**src/rtl/inst_loader.sv**
```systemverilog
// Boot loader for the instruction RAM write port: packs a byte stream into
// big-endian words, writes them from address 0 and holds the core off meanwhile.
module inst_loader #(
    parameter int DEPTH   = 128,
    parameter int TIMEOUT = 1023,
    parameter int SETTLE  = 2,
    parameter int AW      = $clog2(DEPTH)
) (
    input  logic          clk,
    input  logic          rst,
    input  logic          start,
    input  logic [7:0]    load_words,
    input  logic [7:0]    rx_data,
    input  logic          rx_valid,
    output logic          rx_ready,
    output logic          IWEN,
    output logic [AW-1:0] I_Addr,
    output logic [31:0]   wInst,
    output logic          busy,
    output logic          done,
    output logic          error,
    output logic [7:0]    checksum
);

    localparam int TW = $clog2(TIMEOUT + 1);
    localparam int SW = $clog2(SETTLE + 1);
    localparam logic [7:0]    DMAX  = 8'(DEPTH);
    localparam logic [TW-1:0] TLAST = TW'(TIMEOUT - 1);
    localparam logic [SW-1:0] SLAST = SW'(SETTLE - 1);

    typedef enum logic [2:0] {
        S_IDLE,
        S_LOAD,
        S_SETTLE,
        S_DONE,
        S_ERROR
    } state_t;

    state_t        state, state_n;
    logic          iwen_n, busy_n, done_n, error_n;
    logic [AW-1:0] addr_n;
    logic [31:0]   winst_n;
    logic [7:0]    csum_n;
    logic [23:0]   pack, pack_n;
    logic [1:0]    bidx, bidx_n;
    logic [7:0]    widx, widx_n;
    logic [7:0]    nwords, nwords_n;
    logic [TW-1:0] tcnt, tcnt_n;
    logic [SW-1:0] scnt, scnt_n;
    logic          xfer;
    logic          words_ok;

    assign rx_ready = (state == S_LOAD);
    assign xfer     = rx_valid & rx_ready;
    assign words_ok = (load_words != 8'd0) && (load_words <= DMAX);

    always_comb begin
        state_n  = state;
        iwen_n   = IWEN;
        busy_n   = busy;
        done_n   = done;
        error_n  = error;
        addr_n   = I_Addr;
        winst_n  = wInst;
        csum_n   = checksum;
        pack_n   = pack;
        bidx_n   = bidx;
        widx_n   = widx;
        nwords_n = nwords;
        tcnt_n   = tcnt;
        scnt_n   = scnt;
        unique case (state)
            S_IDLE, S_DONE, S_ERROR: begin
                if (start && words_ok) begin
                    state_n  = S_LOAD;
                    iwen_n   = 1'b1;
                    busy_n   = 1'b1;
                    done_n   = 1'b0;
                    error_n  = 1'b0;
                    addr_n   = '0;
                    winst_n  = '0;
                    csum_n   = '0;
                    pack_n   = '0;
                    bidx_n   = '0;
                    widx_n   = '0;
                    tcnt_n   = '0;
                    scnt_n   = '0;
                    nwords_n = load_words;
                end else if (start) begin
                    state_n = S_ERROR;
                    done_n  = 1'b0;
                    error_n = 1'b1;
                end
            end
            S_LOAD: begin
                if (xfer) begin
                    csum_n = checksum + rx_data;
                    tcnt_n = '0;
                    bidx_n = bidx + 2'd1;
                    pack_n = {pack[15:0], rx_data};
                    // only whole words ever reach wInst
                    if (bidx == 2'd3) begin
                        winst_n = {pack, rx_data};
                        addr_n  = widx[AW-1:0];
                        widx_n  = widx + 8'd1;
                        if (widx == nwords - 8'd1) begin
                            state_n = S_SETTLE;
                            scnt_n  = '0;
                        end
                    end
                end else if (tcnt == TLAST) begin
                    state_n = S_ERROR;
                    iwen_n  = 1'b0;
                    busy_n  = 1'b0;
                    error_n = 1'b1;
                end else begin
                    tcnt_n = tcnt + 1'b1;
                end
            end
            S_SETTLE: begin
                if (scnt == SLAST) begin
                    state_n = S_DONE;
                    iwen_n  = 1'b0;
                    busy_n  = 1'b0;
                    done_n  = 1'b1;
                end else begin
                    scnt_n = scnt + 1'b1;
                end
            end
            default: begin
                state_n = S_IDLE;
                iwen_n  = 1'b0;
                busy_n  = 1'b0;
            end
        endcase
    end

    always_ff @(posedge clk or negedge rst) begin
        if (!rst) begin
            state    <= S_IDLE;
            IWEN     <= 1'b0;
            busy     <= 1'b0;
            done     <= 1'b0;
            error    <= 1'b0;
            I_Addr   <= '0;
            wInst    <= '0;
            checksum <= '0;
            pack     <= '0;
            bidx     <= '0;
            widx     <= '0;
            nwords   <= '0;
            tcnt     <= '0;
            scnt     <= '0;
        end else begin
            state    <= state_n;
            IWEN     <= iwen_n;
            busy     <= busy_n;
            done     <= done_n;
            error    <= error_n;
            I_Addr   <= addr_n;
            wInst    <= winst_n;
            checksum <= csum_n;
            pack     <= pack_n;
            bidx     <= bidx_n;
            widx     <= widx_n;
            nwords   <= nwords_n;
            tcnt     <= tcnt_n;
            scnt     <= scnt_n;
        end
    end

endmodule

```
**config.mk**
```make
export PLATFORM = sky130hd
export DESIGN_NAME = inst_loader
export DESIGN_NICKNAME = d
export VERILOG_FILES = /design/src/rtl/inst_loader.sv
export SDC_FILE = /design/constraint.sdc
export NUM_CORES = 1
export LEC_CHECK = 0
export ABC_AREA = 1
export CORE_ASPECT_RATIO = 1.25
export CORE_UTILIZATION = 50
export DETAILED_ROUTE_END_ITERATION = 10
export GPL_TIMING_DRIVEN = 0
export PLACE_DENSITY = 0.76
export SLEW_MARGIN = 25
export SYNTH_ARGS = -nofsm -noshare
export SYNTH_HDL_FRONTEND = slang
export SYNTH_SLANG_ARGS = --single-unit
```
**constraint.sdc**
```tcl
create_clock -name clk -period 1.58 [get_ports clk]
set_input_delay 0.316 -clock clk [delete_from_list [all_inputs] [get_ports clk]]
set_output_delay 0.316 -clock clk [all_outputs]
set_load 0.05 [all_outputs]
```
==> impl_metrics.json <==
{
  "route.detailed.drc": 0,
  "setup_viol": 104,
  "dr.pass1.iters": 6,
  "worstPathArrival_ns": 2.04,
  "die_y_um": 119,
  "fin_ws_ns": -0.216,
  "total_power_mw": 14.0,
  "hold_viol_final": 0,
  "layout_common_cells": "nand2_1, dfrtp_1, nor2_1",
  "rsz0062_at_grt": "true",
  "timing.setup.critical_path_class": "flip-flop to flip-flop",
  "ant_nets": 0,
  "crit_path_max_fanout": 8,
  "crit_chain": "buf_6 -> nor2_4 -> nor2_4 -> a21oi_4 -> nand2_2 -> nand2_4 -> nor2_4 -> nand2_4 -> buf_12 -> clkbuf_16 -> nand2_1 -> nand2_1",
  "grt_max_degree": 78,
  "yosys_warnings": 0,
  "slowest_stage": "dfrtp_2",
  "grt_pass1_vias": 5154,
  "layout.nets": 863,
  "cpMostUsedCell": "nor2_4",
  "use_met2": 0.460,
  "route.vias.total": 5394,
  "cts_buffers": 9,
  "synthesis.area_mm2": 0.00545,
  "rr_endpoint": "I_Addr[2]",
  "ys_seq_area_frac": 0.492,
  "vias_per_cell": 5.58,
  "pre_cts_ws_ns": -0.791,
  "overflow": 0,
  "hp-start": "load_words[3]",
  "cp-start-kind": "flip-flop",
  "max_freq_mhz": 557,
  "ios": 72,
  "min_path_cells": 3,
  "grt_usage": 0.272,
  "fin_crit_ns": 1.80,
  "syn2layout_area_growth_pct": 42.0,
  "status": "finished, violations left",
  "timing.rr.start": "state[0]",
  "max-slew-margin-rel": 0.612,
  "final_common_cell": "nand2_1",
  "rrSetupSlack_ns": -0.22,
  "clk_latency_ns": 0.35,
  "synth_top_cell_area_share": 0.492,
  "place.gp.congestion": 0.886,
  "initial_core_util": 0.513,
  "cp-end-kind": "flip-flop",
  "layout-drive-gt1-share": 0.312,
  "coreArea_mm2": 0.0106,
  "cts_max_level": 3,
  "synthDistinctLibCells": 30,
  "p_per_area_mw_per_mm2": 1810,
  "portBuffers": 71,
  "hpwl_um": 9640,
  "clockBufferDepth": 2,
  "routedWlPerCell_um": 17.0,
  "synthCells": 696,
  "synth-seq-cells": 107,
  "row_count": 42,
  "r2r.worst_path.cells": 12,
  "tritoncts": "done",
  "cp.required_ns": 1.82,
  "syn_avg_cell_area_um2": 7.83,
  "cap_violations": 0,
  "fp.dieW_um": 95.4,
  "diodes": 0,
  "cts-root-buf": "clkbuf_16",
  "peakVddDrop_mv": 1.16,
  "use_met1": 0.325,
  "use_met3": 0.0502,
  "cts.sinks": 107,
  "dieArea_mm2": 0.0113,
  "setup.worst_path.start": "state[0]",
  "slew_violations": 0,
  "cts.clk_slew.worst_paths_ns": 0.08,
  "violations": "negative setup slack",
  "hp-class": "primary input to flip-flop",
  "finClkSkew_ns": 0.00669,
  "top_usage_layer": "met2",
  "syn_nets": 730,
  "antenna_found_initial": 0,
  "drt-initial-drc-count": 306,
  "grt_pass1_wl_um": 23800,
  "synth_largest_area_cell": "dfrtp_1",
  "path_buf_inv": 3,
  "path_delay_family": "simple AND/OR/NAND/NOR gates",
  "tightest_slew_ns": 0.582,
  "wl_um": 16400,
  "holdPathEnd": "nwords[3]",
  "p_leak_nw": 3.87,
  "max_stage_delay_ns": 0.39,
  "min_period_over_period": 1.14,
  "synthTopCellsByArea": "dfrtp_1, nand2_1, nand3_1"
}
-- repair_timing --
| item | 4_1_cts | 5_1_grt |
|---|---|---|
| setup endpoints to repair | 155 | 137 |
| pin swaps | 16 | 28 |
| gates cloned | 5 | 6 |
| hold endpoints to repair | 30 | 0 |
| buffers inserted | 26 | 17 |
| gates resized for setup | 183 | 195 |
| hold buffers | 1 | 0 |
-- sequential cells by signal, indices dropped and copies added, names as in the netlist --
| register | count |
|---|---|
| done | 1 |
| checksum | 8 |
| pack | 24 |
| I_Addr | 7 |
| bidx | 2 |
| widx | 8 |
| tcnt | 10 |
| scnt | 2 |
| busy | 1 |
| wInst | 32 |
| error | 1 |
| state | 3 |
| nwords | 8 |
-- tightest hold or removal path: stages --
cell	delay [ns]
dlygate4sd2_1	0.24
inv_2	0.07
o21ai_2	0.06
-- routing by layer --
metal,wire (µm),share of wire,vias to the layer above
li1,-,-,2476
met1,6160,0.38,2623
met2,8620,0.53,228
met3,873,0.053,67
met4,738,0.045,0
met5,0,0,-
-- cell families after synthesis --
family | share of synthesized area
adders and majority gates | 0.0335
DFF | 0.492
buffers and inverters | 0.0788
AOI/OAI and AO/OA | 0.0760
xor gates and xnor gates | 0.0306
and+or+nand+nor | 0.289
-- power breakdown --
part | internal, mW | leakage, nW | switching (mW) | total, mW
registers | 3.17 | 1.46 | 0.408 | 3.58
logic | 3.47 | 2.27 | 4.72 | 8.19
clock network | 1.13 | 0.136 | 1.09 | 2.22
total | 7.78 | 3.87 | 6.22 | 14.0
-- stage by stage --
stage                     cell area, µm²  TNS [ns]  hold slack, ns   util  cells
after global placement              6390   -459.51           0.454  0.602    899
after floorplan                     5520     -2.07          0.0204      -    696
after detailed placement            6420    -66.14           0.219  0.605    900
after CTS                           7180     -7.18           0.377  0.677    947
final                               7740    -14.60           0.368  0.729    966
after global routing                7740    -21.99           0.387  0.729    966
-- how the worst max path moves through the flow --
stage             endpoint  slack [ns]  depth (start not counted)
2_1_floorplan  checksum[6]       -0.13                         11
3_3_place_gp   checksum[2]       -4.11                          1
3_5_place_dp      rx_ready       -0.79                          6
4_1_cts           rx_ready       -0.20                          5
5_1_grt          I_Addr[5]       -0.28                         12
6_report         I_Addr[2]       -0.22                         12
-- area by class of cell --
| class | count | area (µm²) |
|---|---|---|
| tap | 132 | 165 |
| sequential | 107 | 2680 |
| buffer | 28 | 268 |
| clock inverter | 6 | 46.3 |
| fill | 752 | 2880 |
| multi-input combinational | 490 | 2840 |
| inverter | 69 | 264 |
| clock buffer | 10 | 239 |
| timing repair buffer | 124 | 1230 |
-- cells in the mapped netlist (all sizes together) --
library cell / number
nand2: 222
xnor2: 5
dfrtp: 107
nand3b: 2
nand4: 2
ha: 13
o22ai: 19
nor2: 78
nand3: 61
fa: 1
a21oi: 12
or2: 2
clkbuf: 17
nor3: 13
o21ai: 43
xor2: 14
o21a: 1
inv: 69
buf: 14
o2111ai: 1
Note: power is estimated with default switching activity, not from simulation.
==> RTL edit 1, RTL diff (same settings) <==
Set the parameter `TIMEOUT` to 2046 (it was 1023).
--- a/src/rtl/inst_loader.sv
+++ b/src/rtl/inst_loader.sv
@@ -2,7 +2,7 @@
 // big-endian words, writes them from address 0 and holds the core off meanwhile.
 module inst_loader #(
     parameter int DEPTH   = 128,
-    parameter int TIMEOUT = 1023,
+    parameter int TIMEOUT = 2046,
     parameter int SETTLE  = 2,
     parameter int AW      = $clog2(DEPTH)
 ) (
Behaviour: same outputs for any inputs over 4 cycles, from zero or initial values and one cycle with rst low; that may be too few to reach the edited logic, so the function may still have changed.
==> RTL edit 1 against the unedited design <==
The flow still finishes with violations (negative setup slack); hold slack lost 27 ps; combinational power increased by 1%; synthesized area down 2.1%; cell area shrank 3.2%; worst setup slack worse by 13 ps; critical path depth is 1 lower; clock power decreased by 4%; routed wire length fell by 6.8%; sequential cell count increased by 1; power up 0.58%; critical endpoint is now I_Addr[3]; largest cell class is now sequential cells; highest routed layer unchanged.
==> RTL edit 1: results (changes against the unedited design) <==
Total Routing Usage GR -> 26.18% (-0.98 points)
Avg WL per Cell -> 16.61 µm (-2.1%)
failing checks -> negative setup slack
status -> complete, but fails checks
initial antenna violation count -> 0 (unchanged)
Static Leak -> 3.694 nW (-4.5%)
placed cells -> 855 (-5.0%)
routed vias -> 5,050 (-6.4%)
Inserted Diodes -> 0 (unchanged)
CP max stage delay -> 410 ps (+20 ps)
post-DP HPWL -> 9190 µm (-4.6%)
commonest cells in the netlist -> nand2_1, dfrtp_1, inv_1, nand3_1, nor2_1
worst skew pair latency -> 350 ps (about the same)
Port Buf Inserts -> 71 (unchanged)
sequential-to-total area share from yosys stat -> 50.69% (+1.5 points)
Net Switching -> 6.263 mW (+0.74%)
count of cell types in the netlist -> 34 (+13%)
Hold Crit Class -> in -> reg
Layout Skew -> 8.549 ps (+1.856 ps)
VDD IR max -> 1.457 mV (+25%)
DR vias/cell -> 5.489 (-1.7%)
Yosys warnings -> 0 (unchanged)
H-tree levels -> 3 (unchanged)
largest net degree at the start of global routing -> 63 (-19%)
drt pass-1 iters -> 5 (-1)
Net Count, Synth -> 688 (-5.8%)
RePlAce Congestion -> 0.9554 (+7.8%)
Final WS setup -> -228.8 ps (-12.87 ps)
nets -> 820 (-5.0%)
Least-Margin Pin Slew -> 490.7 ps (-91.11 ps)
initial DRC count -> 359 (+17%)
top post-synthesis cells by area -> dfrtp_1, nand2_1, nand3_1
crit-path max FO -> 10 (+2)
top-count cell post-synth -> nand2_1
cts bufs inserted -> 9 (unchanged)
Clock Tree Root -> clkbuf_16
Clock transition at path regs -> 70 ps
Top delay family on crit path -> simple AND/OR/NAND/NOR gates
vias in the first global route -> 4,698 (-8.8%)
async set or reset register ratio after synthesis -> 100.0% (unchanged)
# setup viols final -> 98 (-5.8%)
Clock Tree Buf Depth -> 2 (unchanged)
predominant post-synthesis flop cell -> dfrtp_1
layout cells sized above 1 -> 25.16% (-6.0 points)
Crit-path slowest cell -> dfrtp_1
Setup TNS -> -10,090 ps (+4512 ps)
Largest regs -> wInst x32, pack x24, tcnt x11
first-pass GRT wire length -> 22,780 µm (-4.2%)
Mapped Cells -> 654 (-6.0%)
-- RTL edit 1: cell types whose count changed after synthesis, sizes merged, moves of 4 or more --
cell / before / now
o22ai: 19 / 15
inv: 69 / 73
o21ai: 43 / 53
o31ai: 0 / 5
a21oi: 12 / 7
clkbuf: 17 / 4
nand2: 222 / 204
nor3: 13 / 9
nor2: 78 / 49
-- RTL edit 1: routing by layer --
metal	wire length (µm)	track usage, %
met3	564	3.359
met4	639	11.73
met2	7832	42.80
met1	6244	34.35
met5	0	0
-- RTL edit 1: stage by stage --
step	hold WS [ps]	worst slack [ps]	area, µm²	utilization [%]	power, mW
3_5_place_dp	271.2	-894.8	6276	61.48	8.793
2_1_floorplan	20.41	-126.7	5375	-	7.242
3_3_place_gp	459.0	-4173	6247	61.20	8.660
4_1_cts	340.5	-244.3	6925	67.84	12.26
6_report	341.5	-228.8	7486	73.33	14.07
5_1_grt	355.9	-285.9	7486	73.33	14.75
-- RTL edit 1: final cells by class --
type	count	area (µm²)
inverters	73	314.1
repair buffers	120	1179
fillers	727	2723
well taps	129	161.4
multi-input cells	453	2624
clock buffers	11	232.7
clock inverters	5	37.54
plain buffers	20	222.7
flip-flops and latches	108	2709
repair inverters	1	6.256
-- RTL edit 1: cells by family (layout without fill, tap and decap cells) --
| logic type | count (synthesis) | in the layout | synth area share (%) |
|---|---|---|---|
| buf+inv | 94 | 230 | 7.486 |
| compound gates | 86 | 86 | 9.082 |
| fa+ha+maj | 14 | 14 | 3.427 |
| simple gates | 338 | 339 | 27.01 |
| flops | 108 | 108 | 50.69 |
| xor+xnor | 14 | 14 | 2.300 |
-- RTL edit 1: worst register-to-register path: cells and delay by family (launching register included) --
kind	cells	cell delay, ps
flops	1	410
compound gates	2	320
buf+inv	4	410
simple gates	5	540
-- RTL edit 1: path summary, 6_finish.rpt --
kind | from | to | slack, ps | depth (start not counted)
worst max-delay path | state[1] | I_Addr[3] | -230 | 11
worst min-delay path | load_words[2] | nwords[2] | 340 | 3
worst max register to register | state[1] | I_Addr[3] | -230 | 11
worst min register to register | wInst[20] | wInst[20] | 470 | 2
max in group asynchronous | rst | checksum[2] | 440 | 3
min in group asynchronous | rst | wInst[29] | 460 | 2
-- RTL edit 1: power groups by stage --
stage                     Clock (mW)  Sequential [mW]  Combinational, mW
after floorplan                    0             4.29               2.95
final                           2.13             3.65               8.29
after global routing            2.26             3.71               8.78
after detailed placement           0             3.68               5.11
after global placement             0             3.66               5.00
after CTS                       2.13             3.62               6.52
-- RTL edit 1: timing repair --
action	4_1_cts	5_1_grt
pin swaps	19	26
gates cloned	5	4
setup endpoints to repair	151	125
hold endpoints to repair	46	0
hold buffers	1	0
resized for setup	153	133
setup buffers	18	22
==> RTL edit 2, RTL diff (same settings) <==
Without the edit above. Re-encode `state_t` (5 states) as one-hot, 5 bits wide.
--- a/src/rtl/inst_loader.sv
+++ b/src/rtl/inst_loader.sv
@@ -28,12 +28,12 @@
     localparam logic [TW-1:0] TLAST = TW'(TIMEOUT - 1);
     localparam logic [SW-1:0] SLAST = SW'(SETTLE - 1);
 
-    typedef enum logic [2:0] {
-        S_IDLE,
-        S_LOAD,
-        S_SETTLE,
-        S_DONE,
-        S_ERROR
+    typedef enum logic [4:0] {
+        S_IDLE   = 5'b00001,
+        S_LOAD   = 5'b00010,
+        S_SETTLE = 5'b00100,
+        S_DONE   = 5'b01000,
+        S_ERROR  = 5'b10000
     } state_t;
 
     state_t        state, state_n;
Function: same outputs for any inputs over 4 cycles, from zero or initial values and one cycle with rst low; so few cycles prove little.
==> RTL edit 2 against the unedited design <==
The flow still finishes with violations (negative setup slack); cell area grew 3.3%; worst setup slack got worse by 130 ps; routed wire length is 2.9% higher; power is 0.10% lower; fmax down 6.7%; synthesized area grew 1.4%; sequential cell count increased by 2; largest power group unchanged.
==> RTL edit 2: results (changes against the unedited design) <==
status -> complete, but fails checks
failing checks -> negative setup slack
vias in the first global route -> 5,285 (+2.5%)
largest net degree at the start of global routing -> 61 (-22%)
first-pass GRT wire length -> 25,300 µm (+6.4%)
nets -> 859 (-0.46%)
Placed Area -> 6475 µm² (+0.80%)
die area -> 11,470 µm² (+1.3%)
count of cell types in the netlist -> 31 (+3.3%)
RR Startpoint -> state[0]
Static Leak -> 4.019 nW (+3.9%)
Worst EP arrival -> 2170 ps (+130 ps)
minimum clock period -> 1925 ps (+129.0 ps)
comb_multi_in -> 484 (-1.2%)
# setup viols final -> 110 (+5.8%)
sequential-to-total area share from yosys stat -> 49.42% (+0.26 points)
worst-case reg-to-reg path depth -> 11 (-1)
drt total wl -> 16,860 µm (+2.9%)
buffers outside the clock class -> 148 (-2.6%)
layout cells sized above 1 -> 33.86% (+2.7 points)
Synth Area in Compound Gates -> 7.999% (+0.40 points)
Synth Area in XOR/XNOR -> 3.014% (-0.042 points)
Final WS setup -> -344.9 ps (-129.0 ps)
drt pass-1 iters -> 5 (-1)
Hold Path Origin -> load_words[0]
Signal buf overhead -> 19.12% (-0.24 points)
commonest cells in the netlist -> nand2_1, dfrtp_1, inv_1, nor2_1, o21ai_0
Total Routing Usage GR -> 29.08% (+1.9 points)
Layout Skew -> 9.911 ps (+3.218 ps)
VDD IR max -> 1.110 mV (-4.7%)
Non-Filler Instances -> 962 (-0.41%)
RePlAce Congestion -> 0.8866 (about the same)
post-DP HPWL -> 9934 µm (+3.1%)
Fillers -> 708 (-5.9%)
postcts setup bufs -> 28 (+7.7%)
DR vias/cell -> 5.554 (-0.53%)
Setup TNS -> -27,690 ps (-13,090 ps)
crit path capture -> widx[0]
top post-synthesis cells by area -> dfrtp_1, nand2_1, inv_1
slew margin rel. -> 66.88% (+5.7 points)
Port Buf Inserts -> 71 (unchanged)
WHS Endpoint -> nwords[0]
area of the multi-input gates -> 2992 µm² (+5.3%)
Non-clk invs -> 73 (+5.8%)
clock-cell share of area -> 3.586% (-0.10 points)
Fin Hold WS -> 249.3 ps (-119.1 ps)
pre-CTS setup slack -> -829.4 ps (-38.07 ps)
Post-Synth Adder-Cell Area -> 3.308% (-0.046 points)
Storage cell area -> 2735 µm² (+1.9%)
FFs & Latches -> 109 (+1.9%)
Seq area share -> 34.23% (-0.46 points)
clkbuf count -> 12 (+2)
initial DRC count -> 339 (+11%)
## RTL edit 2: cell families (layout without fill, tap and decap cells)
family                     after synthesis  count (layout)
and+or+nand+nor                        369             369
DFF                                    109             109
buffers and inverters                  103             237
AOI/OAI and AO/OA                       82              82
xor gates and xnor gates                19              19
adders and majority gates               14              14
## RTL edit 2: critical path, cell delays in order (launching register included)
cell,delay (ps)
dfstp_2,570
nand2_1,80
nand3b_1,130
nand2_2,140
nand2_4,120
nand2_8,70
nor2_8,170
nand2_4,80
buf_12,170
buf_12,150
nand2_4,50
nand2_2,50
## RTL edit 2: layer usage
layer / up-vias / part of all wire, % / GRT usage (%)
met5: - / 0 / 0
met4: 0 / 4.8 / 14.18
met3: 70 / 5.1 / 5.323
met2: 211 / 54 / 49.78
met1: 2574 / 36 / 34.43
li1: 2488 / - / -
## RTL edit 2: power breakdown
part	internal [mW]	switching, mW	leakage [nW]
registers	3.14	0.363	1.49
clock network	1.17	1.07	0.140
logic	3.73	4.51	2.39
total	8.03	5.95	4.02
